### src/rtl/display_pkg.sv
// Shared types and constants for the count display slice.
// Holds the conversion FSM states, digit count and active-low segment glyphs.
// Also provides the BCD nibble to segment lookup used by the scan mux.
package display_pkg;

  typedef enum logic [1:0] {
    IDLE   = 2'd0,
    CONV   = 2'd1,
    COMMIT = 2'd2
  } state_t;

  localparam int NUM_DIGITS = 8;
  localparam int CNT_W      = 7;

  // Segment order {g,f,e,d,c,b,a}, a lit segment is 0.
  localparam logic [6:0] SEG_0     = 7'b1000000;
  localparam logic [6:0] SEG_1     = 7'b1111001;
  localparam logic [6:0] SEG_2     = 7'b0100100;
  localparam logic [6:0] SEG_3     = 7'b0110000;
  localparam logic [6:0] SEG_4     = 7'b0011001;
  localparam logic [6:0] SEG_5     = 7'b0010010;
  localparam logic [6:0] SEG_6     = 7'b0000010;
  localparam logic [6:0] SEG_7     = 7'b1111000;
  localparam logic [6:0] SEG_8     = 7'b0000000;
  localparam logic [6:0] SEG_9     = 7'b0010000;
  localparam logic [6:0] SEG_D     = 7'b0100001;
  localparam logic [6:0] SEG_BLANK = 7'b1111111;

  function automatic logic [6:0] seg_of(input logic [3:0] d);
    logic [6:0] s;
    case (d)
      4'd0:    s = SEG_0;
      4'd1:    s = SEG_1;
      4'd2:    s = SEG_2;
      4'd3:    s = SEG_3;
      4'd4:    s = SEG_4;
      4'd5:    s = SEG_5;
      4'd6:    s = SEG_6;
      4'd7:    s = SEG_7;
      4'd8:    s = SEG_8;
      4'd9:    s = SEG_9;
      default: s = SEG_BLANK;
    endcase
    return s;
  endfunction

endpackage

### src/rtl/count_display_if.sv
// Bundle between the exam controller and the display stage.
// The controller side drives count/load/done and observes busy and the display pins.
// The display side consumes count/load/done and drives out7/en_out/busy.
interface count_display_if;
  import display_pkg::*;

  logic [CNT_W-1:0]      count;
  logic                  load;
  logic                  done;
  logic [6:0]            out7;
  logic [NUM_DIGITS-1:0] en_out;
  logic                  busy;

  modport master (output count, load, done, input out7, en_out, busy);
  modport slave  (input count, load, done, output out7, en_out, busy);

endinterface

### src/rtl/bin2bcd7.sv
// Sequential shift-add-3 converter, 7-bit binary to hundreds/tens/ones BCD.
// Latency: captured on start, seven shift cycles; valid flags the final shift cycle.
// No backpressure: a start while running is not expected and simply restarts.
module bin2bcd7
  import display_pkg::*;
(
  input  logic             Clk,
  input  logic             Rst,
  input  logic             start,
  input  logic [CNT_W-1:0] bin,
  output logic [3:0]       hund,
  output logic [3:0]       tens,
  output logic [3:0]       ones,
  output logic             valid
);

  logic [CNT_W-1:0] sh_q, sh_d;
  logic [11:0]      bcd_q, bcd_d;
  logic [7:0]       adj;
  logic [2:0]       cnt_q, cnt_d;
  logic             run_q, run_d;

  // Capture on start, otherwise adjust-then-shift one bit per cycle, MSB first.
  // Hundreds never exceeds 1 for a 7-bit input, so only tens/ones need the +3 step.
  always_comb begin
    adj = bcd_q[7:0];
    for (int i = 0; i < 2; i++) begin
      if (bcd_q[4*i +: 4] >= 4'd5) adj[4*i +: 4] = bcd_q[4*i +: 4] + 4'd3;
    end
    sh_d  = sh_q;
    bcd_d = bcd_q;
    cnt_d = cnt_q;
    run_d = run_q;
    if (start) begin
      sh_d  = bin;
      bcd_d = '0;
      cnt_d = '0;
      run_d = 1'b1;
    end else if (run_q) begin
      bcd_d = {bcd_q[10:8], adj, sh_q[CNT_W-1]};
      sh_d  = {sh_q[CNT_W-2:0], 1'b0};
      cnt_d = cnt_q + 3'd1;
      if (cnt_q == 3'(CNT_W - 1)) run_d = 1'b0;
    end
  end

  // Converter state registers.
  always_ff @(posedge Clk or negedge Rst) begin
    if (!Rst) begin
      sh_q  <= '0;
      bcd_q <= '0;
      cnt_q <= '0;
      run_q <= 1'b0;
    end else begin
      sh_q  <= sh_d;
      bcd_q <= bcd_d;
      cnt_q <= cnt_d;
      run_q <= run_d;
    end
  end

  // Results are stable from the edge that ends the valid cycle until the next start.
  assign valid = run_q && (cnt_q == 3'(CNT_W - 1));
  assign hund  = bcd_q[11:8];
  assign tens  = bcd_q[7:4];
  assign ones  = bcd_q[3:0];

endmodule

### src/rtl/count_display.sv
// Captures count on load, converts to BCD and scans 8 multiplexed seven-segment digits.
// Latency: load at edge N commits at N+8; out7/en_out follow the digit index by one cycle.
// No stall: loads during a conversion queue one entry, last value wins.
module count_display
  import display_pkg::*;
#(
  parameter int unsigned REFRESH_DIV = 100000
) (
  input  logic Clk,
  input  logic Rst,
  count_display_if.slave bus
);

  localparam int REF_W = (REFRESH_DIV > 1) ? $clog2(REFRESH_DIV) : 1;
  localparam logic [REF_W-1:0] REF_LAST = REF_W'(REFRESH_DIV - 1);
  localparam int IDX_W = $clog2(NUM_DIGITS);

  state_t                state_q, state_d;
  logic                  pending_q, pending_d;
  logic [CNT_W-1:0]      pend_val_q, pend_val_d;
  logic [3:0]            hund_q, hund_d, tens_q, tens_d, ones_q, ones_d;
  logic [REF_W-1:0]      ref_q, ref_d;
  logic [IDX_W-1:0]      idx_q, idx_d;
  logic [6:0]            out7_q, out7_d;
  logic [NUM_DIGITS-1:0] en_q, en_d;

  logic                  conv_start, conv_valid, digit_on;
  logic [CNT_W-1:0]      conv_bin;
  logic [3:0]            conv_hund, conv_tens, conv_ones;
  logic [6:0]            seg;

  bin2bcd7 u_bin2bcd7 (
    .Clk   (Clk),
    .Rst   (Rst),
    .start (conv_start),
    .bin   (conv_bin),
    .hund  (conv_hund),
    .tens  (conv_tens),
    .ones  (conv_ones),
    .valid (conv_valid)
  );

  // Conversion sequencing, one-deep load queue and display register commit.
  always_comb begin
    state_d    = state_q;
    pending_d  = pending_q;
    pend_val_d = pend_val_q;
    hund_d     = hund_q;
    tens_d     = tens_q;
    ones_d     = ones_q;
    conv_start = 1'b0;
    conv_bin   = bus.count;
    case (state_q)
      IDLE: begin
        if (bus.load) begin
          conv_start = 1'b1;
          state_d    = CONV;
        end
      end
      CONV: begin
        if (bus.load) begin
          pending_d  = 1'b1;
          pend_val_d = bus.count;
        end
        if (conv_valid) state_d = COMMIT;
      end
      COMMIT: begin
        hund_d = conv_hund;
        tens_d = conv_tens;
        ones_d = conv_ones;
        if (pending_q) begin
          // The queued value restarts now; a load on this same cycle becomes the new queue entry.
          conv_start = 1'b1;
          conv_bin   = pend_val_q;
          state_d    = CONV;
          pending_d  = bus.load;
          if (bus.load) pend_val_d = bus.count;
        end else if (bus.load) begin
          // Nothing queued: a load landing here is queued and consumed on the same edge.
          conv_start = 1'b1;
          state_d    = CONV;
        end else begin
          state_d = IDLE;
        end
      end
      default: state_d = IDLE;
    endcase
  end

  // Refresh divider and digit index, plus the blanking segment mux for the current digit.
  always_comb begin
    ref_d = ref_q + REF_W'(1);
    idx_d = idx_q;
    if (ref_q == REF_LAST) begin
      ref_d = '0;
      idx_d = idx_q + IDX_W'(1);
    end
    digit_on = 1'b0;
    seg      = SEG_BLANK;
    case (idx_q)
      3'd0: begin digit_on = 1'b1; seg = seg_of(ones_q); end
      3'd1: if (hund_q != 4'd0 || tens_q != 4'd0) begin digit_on = 1'b1; seg = seg_of(tens_q); end
      3'd2: if (hund_q != 4'd0) begin digit_on = 1'b1; seg = seg_of(hund_q); end
      3'd7: if (bus.done) begin digit_on = 1'b1; seg = SEG_D; end
      default: ;
    endcase
    out7_d = digit_on ? seg : SEG_BLANK;
    en_d   = digit_on ? ~(NUM_DIGITS'(1) << idx_q) : '1;
  end

  // All state registers; both display outputs update on the same edge.
  always_ff @(posedge Clk or negedge Rst) begin
    if (!Rst) begin
      state_q    <= IDLE;
      pending_q  <= 1'b0;
      pend_val_q <= '0;
      hund_q     <= '0;
      tens_q     <= '0;
      ones_q     <= '0;
      ref_q      <= '0;
      idx_q      <= '0;
      out7_q     <= SEG_BLANK;
      en_q       <= '1;
    end else begin
      state_q    <= state_d;
      pending_q  <= pending_d;
      pend_val_q <= pend_val_d;
      hund_q     <= hund_d;
      tens_q     <= tens_d;
      ones_q     <= ones_d;
      ref_q      <= ref_d;
      idx_q      <= idx_d;
      out7_q     <= out7_d;
      en_q       <= en_d;
    end
  end

  assign bus.out7   = out7_q;
  assign bus.en_out = en_q;
  assign bus.busy   = (state_q != IDLE) || pending_q;

endmodule

### src/flat_wrapper.sv
// flat-port wrapper written by rule: the top's interface ports become plain ports
module count_display_flat import display_pkg::*;
#(
  parameter int unsigned REFRESH_DIV = 100000
)
  (Clk, Rst, bus_count, bus_load, bus_done, bus_out7, bus_en_out, bus_busy);
  count_display_if bus_i ();
  input  logic Clk;
  input  logic Rst;
  input wire logic [$bits(bus_i.count)-1:0] bus_count;
  input wire logic [$bits(bus_i.load)-1:0] bus_load;
  input wire logic [$bits(bus_i.done)-1:0] bus_done;
  output wire logic [$bits(bus_i.out7)-1:0] bus_out7;
  output wire logic [$bits(bus_i.en_out)-1:0] bus_en_out;
  output wire logic [$bits(bus_i.busy)-1:0] bus_busy;
  assign bus_i.count = bus_count;
  assign bus_i.load = bus_load;
  assign bus_i.done = bus_done;
  assign bus_out7 = bus_i.out7;
  assign bus_en_out = bus_i.en_out;
  assign bus_busy = bus_i.busy;
  count_display #(.REFRESH_DIV(REFRESH_DIV)) u_core (.Clk(Clk), .Rst(Rst), .bus(bus_i));
endmodule
### config.mk
export PLATFORM = sky130hd
export DESIGN_NAME = count_display_flat
export DESIGN_NICKNAME = d
export VERILOG_FILES = /design/src/rtl/display_pkg.sv /design/src/rtl/count_display_if.sv /design/src/rtl/bin2bcd7.sv /design/src/rtl/count_display.sv /design/src/flat_wrapper.sv
export SDC_FILE = /design/constraint.sdc
export NUM_CORES = 1
export LEC_CHECK = 0
export ABC_AREA = 0
export CAP_MARGIN = 10
export CELL_PAD_IN_SITES_DETAIL_PLACEMENT = 0
export CELL_PAD_IN_SITES_GLOBAL_PLACEMENT = 1
export CORE_MARGIN = 8
export CORE_UTILIZATION = 43
export CTS_CLUSTER_SIZE = 40
export DETAILED_ROUTE_END_ITERATION = 8
export PLACE_DENSITY_LB_ADDON = 0.1
export SYNTH_ARGS = -nofsm -noshare
export SYNTH_HDL_FRONTEND = slang
export SYNTH_SLANG_ARGS = --single-unit
### constraint.sdc
create_clock -name Clk -period 1.7 [get_ports Clk]
set_input_delay 0.17 -clock Clk [delete_from_list [all_inputs] [get_ports Clk]]
set_output_delay 0.17 -clock Clk [all_outputs]
set_load 0.02 [all_outputs]
==> metrics.md <==
| Metric | Value |
|---|---|
| Critical Path AT | `about 1.5 ns` |
| Rows | `36` |
| Worst Tran Pin Value | `approximately 0.45 ns` |
| Syn_nets | `454` |
| Congestion Overflow GR | `0` |
| Cell Area, Synth | `between 4000 and 5000 sq um` |
| DRC viols | `0` |
| DRT iter0 DRCs | `101` |
| Clock sink count | `80` |
| Fill cell count | `~900` |
| Routed wire per std cell | `13.7 um` |
| Yosys warning count | `0` |
| Hold WC Path Type | `input pin to async pin` |
| DPL Wire Length | `around 6000 um` |
| Core Util, Final | `0.530` |
| Post-synth ARST share | `1.00` |
| Register area share after synthesis | `0.471` |
| CP max stage delay | `about 0.60 ns` |
| Final setup violation count | `0` |
| Slowest-stage cell, CP | `clkdlybuf4s50_1` |
| Peak VDD IR | `between 0.0005 and 0.0006 V` |
| IO Count | `27` |
| Largest net degree at the start of global routing | `33` |
| Via density per instance | `about 5.1` |
| Crit start category | `register` |
| Clock-pin slew on the worst setup and hold paths | `approximately 0.080 ns` |
| CP Cell Sequence | `clkdlybuf4s50_1` |
| Clk buf depth | `2` |
| Share of cells above drive strength 1 | `0.195` |
| Setup CP Type | `register to output pin` |
| Final net count | `approximately 510` |
| Hold Fails Final Rpt | `0` |
| Library cells used by synthesis | `52` |
| Worst skew pair latency | `around 0.35 ns` |
| Vias | `just over 3000` |
| PD cells | `approximately 1500 nW/um^2` |
| CP Max Fanout | `1` |
| Post-Route WL | `between 8000 and 9000 um` |
| Post-synth EDFFs | `0` |
| Worst setup EP type | `output pin` |
| Tmin final | `1.64 ns` |
| TritonCTS clock tree | `yes` |
| Flops & latches, synth | `80` |
| ANT cells | `0` |
| CTS H-tree depth | `3` |
| Max Fclk | `0.610 GHz` |
| Placed cells | `slightly below 600` |
| Fin crit share | `0.964` |
| Starting density of the core | `0.441` |
| Core Area | `9730 sq um` |
| Total track usage | `0.131` |
| Die X | `between 100 and 150 um` |
| RSZ-0062 raised after global routing | `yes` |
| Worst Path Buf+Inv | `1` |
| Top delay family on crit path | `buffers and inverters` |
| Post-DP Area | `roughly 4900 sq um` |
| Post-Synthesis Cells | `414` |
| Vias in the first global route | `3064` |
| Max_slew headroom | `0.699` |
| Lkg Pwr | `2.29 nW` |
| Outcome | `completed` |
| Die H | `approximately 120 um` |
| Synth Flop Type | `dfrtp_1` |
| Final Wtd Congestion | `roughly 0.81` |
| First-pass iteration count of the detailed router | `4` |
| Die ar. | `13400 sq um` |
| Initial antenna violation count | `0` |
| Antenna viol nets, final | `0` |
| Area delta synth->final | `20.1%` |
| Worst hold slack | `approximately 0.32 ns` |
| Cts bufs inserted | `9` |
| Max-Cap Viols | `0` |
| First-pass GRT wire length | `14100 um` |
| Pins Over Slew Limit | `0` |
| Setup Skew | `about 0.01 ns` |
| Post-route cell area | `approximately 5200 sq um` |
| CP required | `about 1.5 ns` |
| Mean Syn Cell Area | `just over 10 sq um` |
| # port buffers | `26` |
| Final cell count without fillers | `a little over 600` |
| Clk root buf | `clkbuf_8` |
==> metal layers <==
layer  vias up  routed length (um)  GRT usage
met5         -                   0          0
met4         0                 162     0.0631
met3        14                 237     0.0219
met2        38                3820      0.212
met1      1480                4070      0.166
li1       1571                   -          -
==> registers in the layout (all words and copies together) (netlist names) <==
name                     cells
u_core.hund_q                4
u_core.bus.en_out            8
u_core.bus.out7              7
u_core.u_bin2bcd7.cnt_q      3
u_core.idx_q                 3
u_core.state_q               2
u_core.u_bin2bcd7.bcd_q     12
u_core.u_bin2bcd7.run_q      1
u_core.ones_q                4
u_core.ref_q                17
u_core.tens_q                4
u_core.pend_val_q            7
u_core.pending_q             1
u_core.u_bin2bcd7.sh_q       7
==> placed cells by master (no fill, tap or decap), types with 3 or more instances in the layout <==
master,instances
mux2_2,14
nand2_1,29
o22ai_1,8
nand4b_1,3
nand2b_1,10
nand3_1,12
nor2_1,27
a21oi_1,18
ha_1,27
or3_1,3
mux2i_1,14
inv_1,20
buf_4,31
nor2b_1,11
a31oi_1,4
and4_1,4
clkdlybuf4s50_1,24
dfrtp_1,64
a211oi_1,4
nand4_1,5
nand2b_2,3
dfstp_2,15
xnor2_1,9
nor3_1,5
a21o_1,3
o211ai_1,4
clkbuf_8,9
o21ai_0,26
xor2_1,10
a22oi_1,8
a211o_1,3
bufinv_16,3
==> stage by stage <==
step / total power [W] / worst slack [ns] / TNS [ns]
CTS: 0.00772 / 0.0183 / 0
global route: 0.00831 / -0.0140 / -0.0710
floorplan: 0.00507 / 0.0771 / 0
detailed placement: 0.00602 / -0.00615 / -0.00615
finish: 0.00768 / 0.0607 / 0
global placement: 0.00599 / 0.0685 / 0
==> report_power, final <==
part / switching, W / internal [W] / total [W]
logic: 0.00155 / 0.00153 / 0.00308
clock network: 0.000677 / 0.000980 / 0.00166
registers: 0.000446 / 0.00250 / 0.00295
==> final cells by class <==
cell class	instances	area, sq um	area share
Multi-Input combinational cell	298	2140	0.416
Sequential cell	80	2020	0.392
Timing Repair Buffer	58	512	0.0993
Tap cell	133	166	0.0323
Clock buffer	11	131	0.0255
Clock inverter	5	106	0.0206
Inverter	20	75.1	0.0146
==> cells in the mapped netlist, drive strengths merged, types with 4 or more instances <==
library cell	n	area, sq um
a21oi	19	95.1
nand3	12	60.1
mux2	14	158
o21ai	26	130
dfstp	15	394
a31oi	4	25.0
inv	20	75.1
a211oi	4	30.0
buf	9	61.3
dfrtp	65	1630
nand2b	13	83.8
ha	29	363
nor2	28	108
o211ai	4	30.0
a22oi	8	60.1
nor3	6	30.0
and4	4	35.0
nor2b	11	68.8
mux2i	14	140
xnor2	9	78.8
nand2	29	109
nand4	5	31.3
clkbuf	7	26.3
o22ai	8	50.1
xor2	10	87.6
==> logic make-up (layout without fill, tap and decap cells) <==
kind of cell    count (synthesis)  count (layout)  share of synthesized area
compound gates                 90              90                      0.131
simple gates                  132             132                      0.168
flops                          80              80                      0.471
mux                            28              28                     0.0694
buf+inv                        36              94                     0.0379
xor+xnor                       19              19                     0.0388
fa+ha+maj                      29              29                     0.0845
==> path summary, 6_finish.rpt <==
path | from | cells after the start | to | slack [ns]
worst max-delay path | u_core.bus.en_out[5] | 1 | bus_en_out[5] | 0.06
worst min-delay path | Rst | 2 | u_core.u_bin2bcd7.cnt_q[2] | 0.32
worst max register to register | u_core.hund_q[0] | 6 | u_core.bus.out7[2] | 0.09
worst min register to register | u_core.ref_q[0] | 1 | u_core.ref_q[0] | 0.49
max in group asynchronous | Rst | 3 | u_core.u_bin2bcd7.bcd_q[6] | 0.79
min in group Clk | bus_count[3] | 2 | u_core.pend_val_q[3] | 0.46
==> repair_timing <==
action / in CTS / in global routing
hold buffers: 1 / 0
buffers inserted: 0 / 2
gates cloned: 0 / 0
resized for setup: 2 / 10
pin swaps: 0 / 2
setup endpoints to repair: 2 / 15
endpoints found under the hold margin: 14 / 0
Note: power is estimated with default switching activity, not from simulation.
